--- config.mk ---
export PLATFORM = sky130hd
export DESIGN_NAME = pc_fetch_unit
export DESIGN_NICKNAME = d
export VERILOG_FILES = /design/src/rtl/pc_fetch_unit.sv
export SDC_FILE = /design/constraint.sdc
export NUM_CORES = 1
export LEC_CHECK = 0
export BUFFER_PORTS_ARGS = -buffer_cell sky130_fd_sc_hd__buf_2
export CAP_MARGIN = 40
export CORE_UTILIZATION = 55
export CTS_CLUSTER_SIZE = 25
export DETAILED_ROUTE_END_ITERATION = 10
export PLACE_DENSITY = 0.86
export SLEW_MARGIN = 0
export SYNTH_ARGS = -nofsm -noshare
export SYNTH_HDL_FRONTEND = slang
export SYNTH_SLANG_ARGS = --single-unit
--- constraint.sdc ---
create_clock -name clk -period 9 [get_ports clk]
set_input_delay 1.8 -clock clk [delete_from_list [all_inputs] [get_ports clk]]
set_output_delay 1.8 -clock clk [all_outputs]
set_load 0.005 [all_outputs]
--- src/rtl/pc_fetch_unit.sv ---
// pc_fetch_unit
//   Program-counter and fetch-control stage feeding the instruction memory.
//   Holds the PC and selects the next PC from PC+4, a PC-relative target or
//   a JALR target. A three-state FSM (BOOT/RUN/HALT) gives one settle cycle
//   after reset and traps misaligned targets and halt requests.
//
// Ports
//   clk         in   system clock, rising edge
//   rst         in   synchronous active-high reset
//   en          in   advance enable (0 = stall)
//   PCSrc       in   next-PC select: 00 PC+4, 01 PC+ImmExt, 10 JALR, 11 halt
//   ImmExt      in   sign-extended immediate for PC-relative target
//   ALUResult   in   rs1+imm from the ALU, JALR target before bit-0 clear
//   PC          out  current PC (instruction memory address)
//   PCPlus4     out  PC+4, combinational
//   PCTarget    out  PC+ImmExt, combinational
//   fetch_valid out  current fetch is architecturally valid
//   halted      out  unit is in HALT
//   fault_code  out  00 none, 01 misaligned branch, 10 misaligned JALR, 11 halt
//   fault_pc    out  PC of the instruction that caused the halt
//   fetch_cnt   out  wrapping count of valid advanced fetches
module pc_fetch_unit #(
    parameter logic [31:0] RESET_VECTOR = 32'h0000_0000,
    parameter int unsigned CNT_W        = 32
) (
    input  logic             clk,
    input  logic             rst,
    input  logic             en,
    input  logic [1:0]       PCSrc,
    input  logic [31:0]      ImmExt,
    input  logic [31:0]      ALUResult,
    output logic [31:0]      PC,
    output logic [31:0]      PCPlus4,
    output logic [31:0]      PCTarget,
    output logic             fetch_valid,
    output logic             halted,
    output logic [1:0]       fault_code,
    output logic [31:0]      fault_pc,
    output logic [CNT_W-1:0] fetch_cnt
);

    typedef enum logic [1:0] {
        S_BOOT = 2'd0,
        S_RUN  = 2'd1,
        S_HALT = 2'd2
    } state_t;

    localparam logic [CNT_W-1:0] CNT_ONE = CNT_W'(1);

    state_t           state_q, state_d;
    logic [31:0]      pc_q, pc_d;
    logic [1:0]       fault_code_q, fault_code_d;
    logic [31:0]      fault_pc_q, fault_pc_d;
    logic [CNT_W-1:0] cnt_q, cnt_d;
    logic             valid_q, valid_d;
    logic             halted_q, halted_d;

    logic [31:0] pc_plus4;
    logic [31:0] pc_target;
    logic [31:0] jalr_target;

    always_comb begin
        pc_plus4    = pc_q + 32'd4;
        pc_target   = pc_q + ImmExt;
        jalr_target = {ALUResult[31:1], 1'b0};
    end

    always_comb begin
        state_d      = state_q;
        pc_d         = pc_q;
        fault_code_d = fault_code_q;
        fault_pc_d   = fault_pc_q;
        cnt_d        = cnt_q;

        unique case (state_q)
            S_BOOT: state_d = S_RUN;
            S_RUN: begin
                if (en) begin
                    // Every enabled RUN edge counts, including the one that traps.
                    cnt_d = cnt_q + CNT_ONE;
                    unique case (PCSrc)
                        2'b00: pc_d = pc_plus4;
                        2'b01: begin
                            if (pc_target[1:0] == 2'b00) begin
                                pc_d = pc_target;
                            end else begin
                                state_d      = S_HALT;
                                fault_code_d = 2'b01;
                                fault_pc_d   = pc_q;
                            end
                        end
                        2'b10: begin
                            if (jalr_target[1:0] == 2'b00) begin
                                pc_d = jalr_target;
                            end else begin
                                state_d      = S_HALT;
                                fault_code_d = 2'b10;
                                fault_pc_d   = pc_q;
                            end
                        end
                        default: begin
                            state_d      = S_HALT;
                            fault_code_d = 2'b11;
                            fault_pc_d   = pc_q;
                        end
                    endcase
                end
            end
            default: state_d = S_HALT;
        endcase

        // Status flags are registered alongside the state they describe.
        valid_d  = (state_d == S_RUN);
        halted_d = (state_d == S_HALT);
    end

    always_ff @(posedge clk) begin
        if (rst) begin
            state_q      <= S_BOOT;
            pc_q         <= RESET_VECTOR;
            fault_code_q <= '0;
            fault_pc_q   <= '0;
            cnt_q        <= '0;
            valid_q      <= 1'b0;
            halted_q     <= 1'b0;
        end else begin
            state_q      <= state_d;
            pc_q         <= pc_d;
            fault_code_q <= fault_code_d;
            fault_pc_q   <= fault_pc_d;
            cnt_q        <= cnt_d;
            valid_q      <= valid_d;
            halted_q     <= halted_d;
        end
    end

    assign PC          = pc_q;
    assign PCPlus4     = pc_plus4;
    assign PCTarget    = pc_target;
    assign fetch_valid = valid_q;
    assign halted      = halted_q;
    assign fault_code  = fault_code_q;
    assign fault_pc    = fault_pc_q;
    assign fetch_cnt   = cnt_q;

endmodule

==> flow_metrics.env, run 1 <==
export IMPL_worst_endpoint_arrival_ns=4.73
export IMPL_final_layout_size_suffix_gt1_frac=0.257
export IMPL_synthesis_instances=884
export IMPL_layout_nets=1192
export IMPL_status="finished clean"
export IMPL_postSynthRegisterBits=102
export IMPL_hold_path_class="reg2reg"
export IMPL_min_delay_path_depth=2
export IMPL_fp_dieH_um=113
export IMPL_post_synth_top_count_cell="sky130_fd_sc_hd__nand2_1"
export IMPL_clock_root_buffer="sky130_fd_sc_hd__clkbuf_16"
export IMPL_synth_top_cell_area_share=0.299
export IMPL_effective_utilization_at_floorplan=0.566
export IMPL_cts_hold_fix_buffers=0
export IMPL_synth_top_family_by_area="simple AND/OR/NAND/NOR gates"
export IMPL_antenna_cells_inserted=0
export IMPL_synthXorXnorAreaFrac=0.105
export IMPL_globalRoute_totalOverflow=0
export IMPL_grt_setup_unrepaired="no"
export IMPL_hold_end="fault_pc[16]$_SDFFE_PP0P_"
export IMPL_ctsHtreeMaxLevel=3
export IMPL_power_leakage_nw=3.88
export IMPL_synth_area_per_cell_um2=7.73
export IMPL_critical_path_slowest_cell="sky130_fd_sc_hd__a211oi_1"
export IMPL_vias=7496
export IMPL_setup_viol=0
export IMPL_timing_final_ws_setup_ns=2.47
export IMPL_grt_max_degree=66
export IMPL_worst_hold_startpoint="fault_pc[16]$_SDFFE_PP0P_"
export IMPL_yosys_most_used_dff="sky130_fd_sc_hd__dfxtp_1"
export IMPL_peakVddDrop_v=0.0000889
export IMPL_ys_async_sr_fraction=0
export IMPL_number_of_pins_exceeding_their_max_slew_limit_in_the_final_report=0
export IMPL_synth_adder_area_share=0.0725
export IMPL_timing_critical_path_cells="buf_2 > ha_1 > fa_1 > a21oi_1 > o211ai_2 > a211oi_1 > o211ai_2 > a311oi_2 > or3_1 > nand2_1 > xor2_1 > buf_2"
export IMPL_cpPeakStageDelay_ns=0.54
export IMPL_gp_congestion=0.971
export IMPL_crit_reg2reg_launch="PC[0]$_SDFFE_PP0P_"
export IMPL_end_kind="primary output"
export IMPL_number_of_hold_slack_violations_in_the_final_timing_report=0
export IMPL_share_clk_of_total_power=0.366
export IMPL_maxCapViolations=0
export IMPL_number_of_antenna_violations_at_the_first_check_in_global_routing=0
export IMPL_layout_min_cycle_time_ns=6.53
export IMPL_internal_power_uw=782
export IMPL_buffer_ports_inserted=231
export IMPL_cp_top_family="compound AO/OA/AOI/OAI gates"
export IMPL_synth_edff_count=0
export IMPL_layout_worst_path_cycle_share=0.726
export IMPL_dp_cells=1241
export IMPL_synth_to_layout_area_growth_pct=22.6
export IMPL_worst_slew_pin_slew_ns=0.786
export IMPL_synthMuxAreaShare=0.00458
export IMPL_floorplan_io_pins=233
export IMPL_route_final_wire_length_um=22100
export IMPL_criticalPathCategory="in2out"
export IMPL_yosys_cell_types_count=74
export IMPL_grt_first_pass_wirelength_um=34500
export IMPL_worst_setup_path_startpoint="ImmExt[0]"
export IMPL_detail_route_first_pass_iterations=7
export IMPL_cts_tree="yes"
export IMPL_hpwlAfterDp_um=16200
export IMPL_critical_path_n_buffers_inverters=2
export IMPL_post_layout_nonfiller_instances=1257
export IMPL_yosys_area_top_type="sky130_fd_sc_hd__dfxtp_1"
export IMPL_postSynthNetCount=992
export IMPL_postCtsSetupBuffers=0
export IMPL_vias_per_cell=5.96
export IMPL_synth_area_um2=6830
export IMPL_synth_warnings=0
export IMPL_synth_compound_area_frac=0.234
export IMPL_cts_repair_resized=0
export IMPL_main_area_contributors_after_synthesis="sky130_fd_sc_hd__dfxtp_1 (30%), sky130_fd_sc_hd__ha_1 (7.0%), sky130_fd_sc_hd__a21oi_1 (6.8%), sky130_fd_sc_hd__nand2_1 (6.6%), sky130_fd_sc_hd__xor2_1 (5.5%)"
export IMPL_cts_num_sinks=102
export IMPL_dieArea_um2=12900
export IMPL_cts_buffers=9
export IMPL_share_comb_of_total_power=0.206
export IMPL_max_clock_skew_ns=0.0104
export IMPL_final_core_utilization=0.694
export IMPL_cts_reportedPaths_clkPinSlew_ns=0.07
export IMPL_register_to_register_setup_slack_ns=5.61
export IMPL_maxSlewHeadroom=0.475
export IMPL_clock_latency_ns=0.35
export IMPL_antenna_left=0
export IMPL_dr_first_iter_drc_count=652
export IMPL_synthSimpleGateAreaFrac=0.243
export IMPL_core_um2=12100
export IMPL_timing_reg2reg_worst_path_depth=10
export IMPL_first_global_vias=6859
export IMPL_routedWlPerCell_um=17.6
export IMPL_post_place_ws_ns=2.60
export IMPL_r2r_end="PC[30]$_SDFFE_PP0P_"
export IMPL_achievable_frequency_mhz=153
export IMPL_power_share_switching=0.304
export IMPL_switching_power_uw=341
export IMPL_ys_top_cells_by_count="sky130_fd_sc_hd__nand2_1 (121), sky130_fd_sc_hd__dfxtp_1 (102), sky130_fd_sc_hd__a21oi_1 (93)"
export IMPL_floorplan_die_width_um=113
export IMPL_route_detailed_drc=0
export IMPL_yosysSeqAreaShare=0.299
export IMPL_cp_start_kind="input pin"
export IMPL_power_density_cell_area_nw_per_um2=134
export IMPL_critical_path_peak_fanout=3
export IMPL_grt_use_total=0.339
export IMPL_hold_slack_ns=0.453
export IMPL_fp_row_count=40
export IMPL_fin_tns_setup_ns=0
export IMPL_worstPathRequired_ns=7.20
export IMPL_seq_power_share=0.428
export IMPL_cts_max_path_buffers=2
cell families after synthesis:
logic type,count (synthesis)
DFF,102
AOI/OAI and AO/OA,243
buffers and inverters,70
xor gates and xnor gates,82
and+or+nand+nor,345
adders and majority gates,39
muxes,3
stage by stage:
step,total power [mW],instance area [um2]
floorplan,0.625,6830
global placement,0.713,8050
detailed placement,0.716,8060
CTS,1.12,8380
global route,1.17,8380
finish,1.12,8380
flip-flops by register name, summed over array words and instances, names as in the netlist:
signal       count
fetch_valid      1
PC              32
state_q          2
fetch_cnt       32
fault_code       2
halted           1
fault_pc        32
metal layers:
metal  track usage  part of all wire  routed length, um
met1         0.437              0.42               9170
met2         0.564              0.47              10400
met3        0.0462             0.080               1760
met4         0.156             0.034                755
met5             0                 0                  0
worst max path at each step:
stage | endpoint | slack (ns) | cells past startpoint
floorplan | PCTarget[24] | 3.32 | 9
global placement | PCTarget[30] | 2.58 | 12
detailed placement | PCTarget[30] | 2.60 | 12
CTS | PCTarget[30] | 2.57 | 12
global route | PCTarget[30] | 2.47 | 12
finish | PCTarget[30] | 2.47 | 12
cell usage in the layout, fill, tap and decap left out, types with 15 or more instances in the layout:
master / n
sky130_fd_sc_hd__buf_2: 230
sky130_fd_sc_hd__nand2_1: 121
sky130_fd_sc_hd__dfxtp_1: 102
sky130_fd_sc_hd__a21oi_1: 93
sky130_fd_sc_hd__nor2_1: 88
sky130_fd_sc_hd__xor2_1: 43
sky130_fd_sc_hd__xnor2_1: 39
sky130_fd_sc_hd__o21ai_0: 38
sky130_fd_sc_hd__ha_1: 38
sky130_fd_sc_hd__nand3_1: 36
sky130_fd_sc_hd__nor3_1: 19
sky130_fd_sc_hd__inv_1: 18
sky130_fd_sc_hd__and3_1: 15
sky130_fd_sc_hd__nand4_1: 15
final cells by class:
cell class	instances	area, um2
inverters	20	75.1
well taps	168	210
flip-flops and latches	102	2040
fillers	1067	3690
clock buffers	10	239
multi-input cells	712	4510
clock inverters	6	76.3
repair buffers	239	1230
power groups by stage:
stage	Combinational (mW)	Clock, mW	Sequential [mW]
global placement	0.223	0	0.490
CTS	0.228	0.417	0.479
finish	0.231	0.411	0.480
global route	0.251	0.435	0.481
floorplan	0.142	0	0.483
detailed placement	0.226	0	0.490
worst min-delay path: cells and delay by family, from the launching register on:
family | cells | cell delay, ns
AO/OA/AOI/OAI | 1 | 0.05
AND/OR/NAND/NOR | 1 | 0.05
flip-flops | 1 | 0.31
(Power assumes the default switching activity.)
==> run 2, diff against run 1 <==
--- a/config.mk
+++ b/config.mk
@@ -7,10 +7,10 @@
 export LEC_CHECK = 0
 export BUFFER_PORTS_ARGS = -buffer_cell sky130_fd_sc_hd__buf_2
 export CAP_MARGIN = 40
-export CORE_UTILIZATION = 55
+export CORE_UTILIZATION = 51
 export CTS_CLUSTER_SIZE = 25
 export DETAILED_ROUTE_END_ITERATION = 10
-export PLACE_DENSITY = 0.86
+export PLACE_DENSITY = 0.81
 export SLEW_MARGIN = 0
 export SYNTH_ARGS = -nofsm -noshare
 export SYNTH_HDL_FRONTEND = slang
==> constraint.sdc (replaced) <==
create_clock -name clk -period 6.55 [get_ports clk]
set_input_delay 1.31 -clock clk [delete_from_list [all_inputs] [get_ports clk]]
set_output_delay 1.31 -clock clk [all_outputs]
set_load 0.005 [all_outputs]
==> run 2 against run 1 <==
Sequential cell count stayed put. Worst hold slack better by 0.0013 ns. Global-route usage is 1.8 points lower. Die area is 7.7% higher. Sequential power is 37% higher. First-iteration DRC count is 13% lower. Clock power is 30% higher. Critical path type unchanged. Critical endpoint unchanged. Largest power group unchanged.
==> flow_metrics.env, run 2 (same netlist as run 1, synthesis figures left out) <==
export IMPL_status="finished clean"
export IMPL_layout_min_cycle_time_ns=5.52
export IMPL_final_layout_size_suffix_gt1_frac=0.257
export IMPL_timing_critical_path_cells="buf_2 > ha_1 > fa_1 > a21oi_1 > o211ai_2 > a211oi_1 > o211ai_2 > a311oi_2 > or3_1 > nand2_1 > xor2_1 > buf_2"
export IMPL_number_of_antenna_violations_at_the_first_check_in_global_routing=0
export IMPL_hold_slack_ns=0.454
export IMPL_fin_tns_setup_ns=0
export IMPL_layout_nets=1192
export IMPL_seq_power_share=0.435
export IMPL_internal_power_mw=1.04
export IMPL_critical_path_peak_fanout=3
export IMPL_fp_row_count=41
export IMPL_hold_path_class="reg2reg"
export IMPL_maxSlewHeadroom=0.448
export IMPL_core_um2=12800
export IMPL_dr_first_iter_drc_count=564
export IMPL_vias_per_cell=5.93
export IMPL_cpPeakStageDelay_ns=0.55
export IMPL_route_met3_wl_um=1620
export IMPL_placed_area_um2=8060
export IMPL_detail_route_first_pass_iterations=5
export IMPL_share_comb_of_total_power=0.211
export IMPL_final_core_utilization=0.651
export IMPL_cts_repair_resized=0
export IMPL_cts_tree="yes"
export IMPL_power_density_cell_area_nw_per_um2=181
export IMPL_buffer_ports_inserted=231
export IMPL_floorplan_die_width_um=118
export IMPL_power_share_switching=0.315
export IMPL_first_global_vias=6846
export IMPL_end_kind="primary output"
export IMPL_cts_num_sinks=102
export IMPL_synth_to_layout_area_growth_pct=22.2
export IMPL_routed_wl_met2_um=10600
export IMPL_highest_signal_layer="met4"
export IMPL_cts_buffers=9
export IMPL_fp_dieH_um=118
export IMPL_fillerInstances=1149
export IMPL_power_leakage_nw=3.86
export IMPL_design_power_total_mw=1.51
export IMPL_max_clock_skew_ns=0.00890
export IMPL_cp_start_kind="input pin"
export IMPL_detail_route_wirelength_met1_um=9760
export IMPL_critical_path_slowest_cell="sky130_fd_sc_hd__a211oi_1"
export IMPL_globalRoute_totalOverflow=0
export IMPL_floorplan_io_pins=233
export IMPL_gp_congestion=0.941
export IMPL_switching_power_uw=477
export IMPL_ctsHtreeMaxLevel=3
export IMPL_routedWlPerCell_um=17.9
export IMPL_clock_latency_ns=0.35
export IMPL_route_detailed_drc=0
export IMPL_most_common_cell_after_layout_fill_and_taps_aside="sky130_fd_sc_hd__buf_2"
export IMPL_setup_viol=0
export IMPL_most_common_layout_cells="sky130_fd_sc_hd__buf_2 (230), sky130_fd_sc_hd__nand2_1 (121), sky130_fd_sc_hd__dfxtp_1 (102), sky130_fd_sc_hd__a21oi_1 (93), sky130_fd_sc_hd__nor2_1 (88)"
export IMPL_peakVddDrop_v=0.000124
export IMPL_antenna_cells_inserted=0
export IMPL_clock_root_buffer="sky130_fd_sc_hd__clkbuf_16"
export IMPL_layout_cell_area_non_filler_um2=8350
export IMPL_share_clk_of_total_power=0.354
export IMPL_layout_worst_path_cycle_share=0.843
export IMPL_route_final_wire_length_um=22600
export IMPL_cts_hold_fix_buffers=0
export IMPL_cp_top_family="compound AO/OA/AOI/OAI gates"
export IMPL_number_of_pins_exceeding_their_max_slew_limit_in_the_final_report=0
export IMPL_grt_first_pass_wirelength_um=35500
export IMPL_grt_setup_unrepaired="no"
export IMPL_number_of_hold_slack_violations_in_the_final_timing_report=0
export IMPL_worstPathRequired_ns=5.24
export IMPL_grt_max_degree=66
export IMPL_vias=7472
export IMPL_hpwlAfterDp_um=16600
export IMPL_criticalPathCategory="in2out"
export IMPL_maxCapViolations=0
export IMPL_cts_max_path_buffers=2
export IMPL_critical_path_n_buffers_inverters=2
export IMPL_worst_endpoint_arrival_ns=4.21
export IMPL_dieArea_um2=13900
export IMPL_antenna_left=0
export IMPL_worst_slew_pin_slew_ns=0.826
export IMPL_cts_reportedPaths_clkPinSlew_ns=0.07
export IMPL_grt_use_total=0.321
export IMPL_postCtsSetupBuffers=0
export IMPL_effective_utilization_at_floorplan=0.533
export IMPL_achievable_frequency_mhz=181
-- run 2: cell types whose count changed in the layout (fill, tap and decap cells not counted) --
| cell | change |
|---|---|
| sky130_fd_sc_hd__clkinv_4 | -2 |
| sky130_fd_sc_hd__buf_4 | +1 |
| sky130_fd_sc_hd__buf_8 | -1 |
| sky130_fd_sc_hd__bufinv_16 | -1 |
| sky130_fd_sc_hd__clkinv_2 | +1 |
| sky130_fd_sc_hd__clkinvlp_4 | +1 |
| sky130_fd_sc_hd__inv_8 | +1 |
-- run 2: power groups by stage --
stage	sequential [mW]	combinational (mW)	clock (mW)
final	0.658	0.319	0.535
after global routing	0.660	0.348	0.566
after CTS	0.657	0.315	0.542
after detailed placement	0.671	0.313	0
after global placement	0.671	0.310	0
after floorplan	0.664	0.195	0
-- run 2: metal layers --
| metal | up-vias | track usage |
|---|---|---|
| met5 | - | 0 |
| met4 | 0 | 0.122 |
| met3 | 47 | 0.0523 |
| met2 | 365 | 0.529 |
| met1 | 3469 | 0.418 |
| li1 | 3591 | - |
-- run 2: final timing paths --
kind | startpoint | end | slack (ns) | cells past startpoint
worst max-delay path | ImmExt[0] | PCTarget[30] | 1.03 | 12
worst min-delay path | fault_pc[15]$_SDFFE_PP0P_ | fault_pc[15]$_SDFFE_PP0P_ | 0.45 | 2
worst max register to register | PC[0]$_SDFFE_PP0P_ | PC[30]$_SDFFE_PP0P_ | 3.09 | 10
worst min register to register | fault_pc[15]$_SDFFE_PP0P_ | fault_pc[15]$_SDFFE_PP0P_ | 0.45 | 2
-- run 2: through the flow --
stage,cells,setup WS (ns)
after CTS,1261,1.13
after global placement,1245,1.11
after global routing,1261,0.937
final,1261,1.03
after floorplan,884,1.85
after detailed placement,1245,1.16
-- run 2: cell type report --
cell class	instances	area, um2	share of cell area
clock buffers	10	239	0.0286
clock inverters	6	52.6	0.00629
inverters	20	75.1	0.00899
multi-input cells	712	4510	0.540
flip-flops and latches	102	2040	0.245
well taps	172	215	0.0258
repair buffers	239	1220	0.146
-- run 2: tightest hold or removal path, cell delays in order (launching register included) --
cell,delay [ns]
sky130_fd_sc_hd__dfxtp_1,0.31
sky130_fd_sc_hd__nand2_1,0.05
sky130_fd_sc_hd__a21oi_1,0.05
==> run 3, diff against run 2 <==
==> constraint.sdc (replaced) <==
create_clock -name clk -period 5.55 [get_ports clk]
set_input_delay 1.11 -clock clk [delete_from_list [all_inputs] [get_ports clk]]
set_output_delay 1.11 -clock clk [all_outputs]
set_load 0.005 [all_outputs]
==> run 3 against run 2 <==
Utilization up 0.25 points. Sequential share of layout area down 0.095 points. Worst hold slack worse by 0.00056 ns. Critical path type unchanged. Sequential power up 18%. First-iteration DRC count up 22%. Final cell count about the same. Non-clock buffer count up 1. Critical path depth unchanged. Clock power up 26%. Largest power group unchanged. Routed wire length down 0.23%. Design area up 0.39%. Clock skew up 0.0035 ns.
==> flow_metrics.env, run 3 (same netlist as run 1, synthesis figures left out) <==
export IMPL_first_global_vias=6732
export IMPL_cts_reportedPaths_clkPinSlew_ns=0.07
export IMPL_grt_setup_unrepaired="no"
export IMPL_layout_worst_path_cycle_share=0.907
export IMPL_max_clock_skew_ns=0.0124
export IMPL_detail_route_first_pass_iterations=5
export IMPL_achievable_frequency_mhz=199
export IMPL_cts_hold_fix_buffers=0
export IMPL_hold_path_class="reg2reg"
export IMPL_fp_row_count=41
export IMPL_worst_hold_startpoint="fault_pc[8]$_SDFFE_PP0P_"
export IMPL_maxSlewHeadroom=0.449
export IMPL_dr_first_iter_drc_count=688
export IMPL_vias=7522
export IMPL_effective_utilization_at_floorplan=0.533
export IMPL_fin_tns_setup_ns=0
export IMPL_grt_use_total=0.319
export IMPL_peakVddDrop_v=0.000171
export IMPL_floorplan_die_width_um=118
export IMPL_floorplan_io_pins=233
export IMPL_layout_min_cycle_time_ns=5.03
export IMPL_min_delay_path_depth=2
export IMPL_final_layout_size_suffix_gt1_frac=0.258
export IMPL_dieArea_um2=13900
export IMPL_routedWlPerCell_um=17.9
export IMPL_grt_max_degree=49
export IMPL_number_of_antenna_violations_at_the_first_check_in_global_routing=0
export IMPL_crit_reg2reg_launch="PC[0]$_SDFFE_PP0P_"
export IMPL_worst_endpoint_arrival_ns=3.92
export IMPL_cts_tree="yes"
export IMPL_grt_first_pass_wirelength_um=35300
export IMPL_hold_slack_ns=0.454
export IMPL_route_detailed_drc=0
export IMPL_globalRoute_totalOverflow=0
export IMPL_postCtsSetupBuffers=0
export IMPL_cts_repair_resized=0
export IMPL_status="finished clean"
export IMPL_fp_dieH_um=118
export IMPL_cts_max_path_buffers=2
export IMPL_hold_end="fault_pc[8]$_SDFFE_PP0P_"
export IMPL_post_place_ws_ns=0.581
export IMPL_worstPathRequired_ns=4.44
export IMPL_cts_buffers=9
export IMPL_gp_congestion=0.959
export IMPL_antenna_left=0
export IMPL_timing_final_ws_setup_ns=0.517
export IMPL_register_to_register_setup_slack_ns=2.05
export IMPL_design_power_total_mw=1.83
export IMPL_route_final_wire_length_um=22600
export IMPL_number_of_pins_exceeding_their_max_slew_limit_in_the_final_report=0
export IMPL_power_leakage_nw=3.88
export IMPL_clock_latency_ns=0.36
export IMPL_number_of_hold_slack_violations_in_the_final_timing_report=0
export IMPL_synth_to_layout_area_growth_pct=22.7
export IMPL_critical_path_peak_fanout=3
export IMPL_worst_setup_path_startpoint="ImmExt[0]"
export IMPL_maxCapViolations=0
export IMPL_timing_reg2reg_worst_path_depth=10
export IMPL_layout_nets=1193
export IMPL_most_common_layout_cells="sky130_fd_sc_hd__buf_2 (230), sky130_fd_sc_hd__nand2_1 (121), sky130_fd_sc_hd__dfxtp_1 (102), sky130_fd_sc_hd__a21oi_1 (93), sky130_fd_sc_hd__nor2_1 (88)"
export IMPL_cp_start_kind="input pin"
export IMPL_most_common_cell_after_layout_fill_and_taps_aside="sky130_fd_sc_hd__buf_2"
export IMPL_end_kind="primary output"
export IMPL_power_density_cell_area_nw_per_um2=218
export IMPL_cts_num_sinks=102
export IMPL_ctsHtreeMaxLevel=3
export IMPL_r2r_end="PC[30]$_SDFFE_PP0P_"
export IMPL_setup_viol=0
export IMPL_criticalPathCategory="in2out"
export IMPL_antenna_cells_inserted=0
export IMPL_worst_slew_pin_slew_ns=0.824
export IMPL_hpwlAfterDp_um=16600
export IMPL_core_um2=12800
export IMPL_vias_per_cell=5.96
export IMPL_clock_root_buffer="sky130_fd_sc_hd__clkbuf_16"
export IMPL_buffer_ports_inserted=231
-- run 3: cell types whose count changed in the layout (fill, tap and decap cells not counted), sizes merged --
cell,previous run,this run
clkbuf,10,9
bufinv,0,1
clkinv,4,5
buf,239,240
clkinvlp,1,0
-- run 3: power by group --
| part | switching, mW | leakage (nW) | total (mW) | internal (mW) |
|---|---|---|---|---|
| clock | 0.310 | 0.157 | 0.672 | 0.362 |
| sequential | 0.0280 | 0.825 | 0.775 | 0.747 |
| combinational | 0.228 | 2.90 | 0.379 | 0.151 |
-- run 3: how the worst max path moves through the flow --
stage	endpoint	slack [ns]	cells past startpoint
2_1_floorplan	PCTarget[24]	1.25	9
3_3_place_gp	PCTarget[30]	0.56	12
3_5_place_dp	PCTarget[30]	0.58	12
4_1_cts	PCTarget[30]	0.55	12
5_1_grt	PCTarget[30]	0.39	12
6_report	PCTarget[30]	0.52	12
-- run 3: cell type report --
class | count | area, um2
tap | 172 | 215
multi-input combinational | 712 | 4510
timing repair buffer | 240 | 1230
inverter | 20 | 75.1
clock buffer | 9 | 225
sequential | 102 | 2040
fill | 1169 | 4440
clock inverter | 7 | 91.3
-- run 3: metal layers --
metal / up-vias / routed length [um] / global-route usage
met4: 0 / 689 / 0.140
met2: 395 / 10400 / 0.517
met5: - / 0 / 0
met3: 50 / 1870 / 0.0514
met1: 3474 / 9590 / 0.415
li1: 3603 / - / -
-- run 3: worst max-delay path, cell delays in order --
cell	delay, ns
sky130_fd_sc_hd__buf_2	0.10
sky130_fd_sc_hd__ha_1	0.23
sky130_fd_sc_hd__fa_1	0.41
sky130_fd_sc_hd__a21oi_1	0.35
sky130_fd_sc_hd__o211ai_2	0.17
sky130_fd_sc_hd__a211oi_1	0.48
sky130_fd_sc_hd__o211ai_2	0.18
sky130_fd_sc_hd__a311oi_2	0.30
sky130_fd_sc_hd__or3_1	0.20
sky130_fd_sc_hd__nand2_1	0.08
sky130_fd_sc_hd__xor2_1	0.17
sky130_fd_sc_hd__buf_2	0.14
-- run 3: per-stage QoR --
stage	cells	utilization	instance area (um2)
floorplan	884	-	6830
global placement	1246	0.629	8070
detailed placement	1246	0.629	8070
CTS	1262	0.654	8380
global route	1262	0.654	8380
finish	1262	0.654	8380
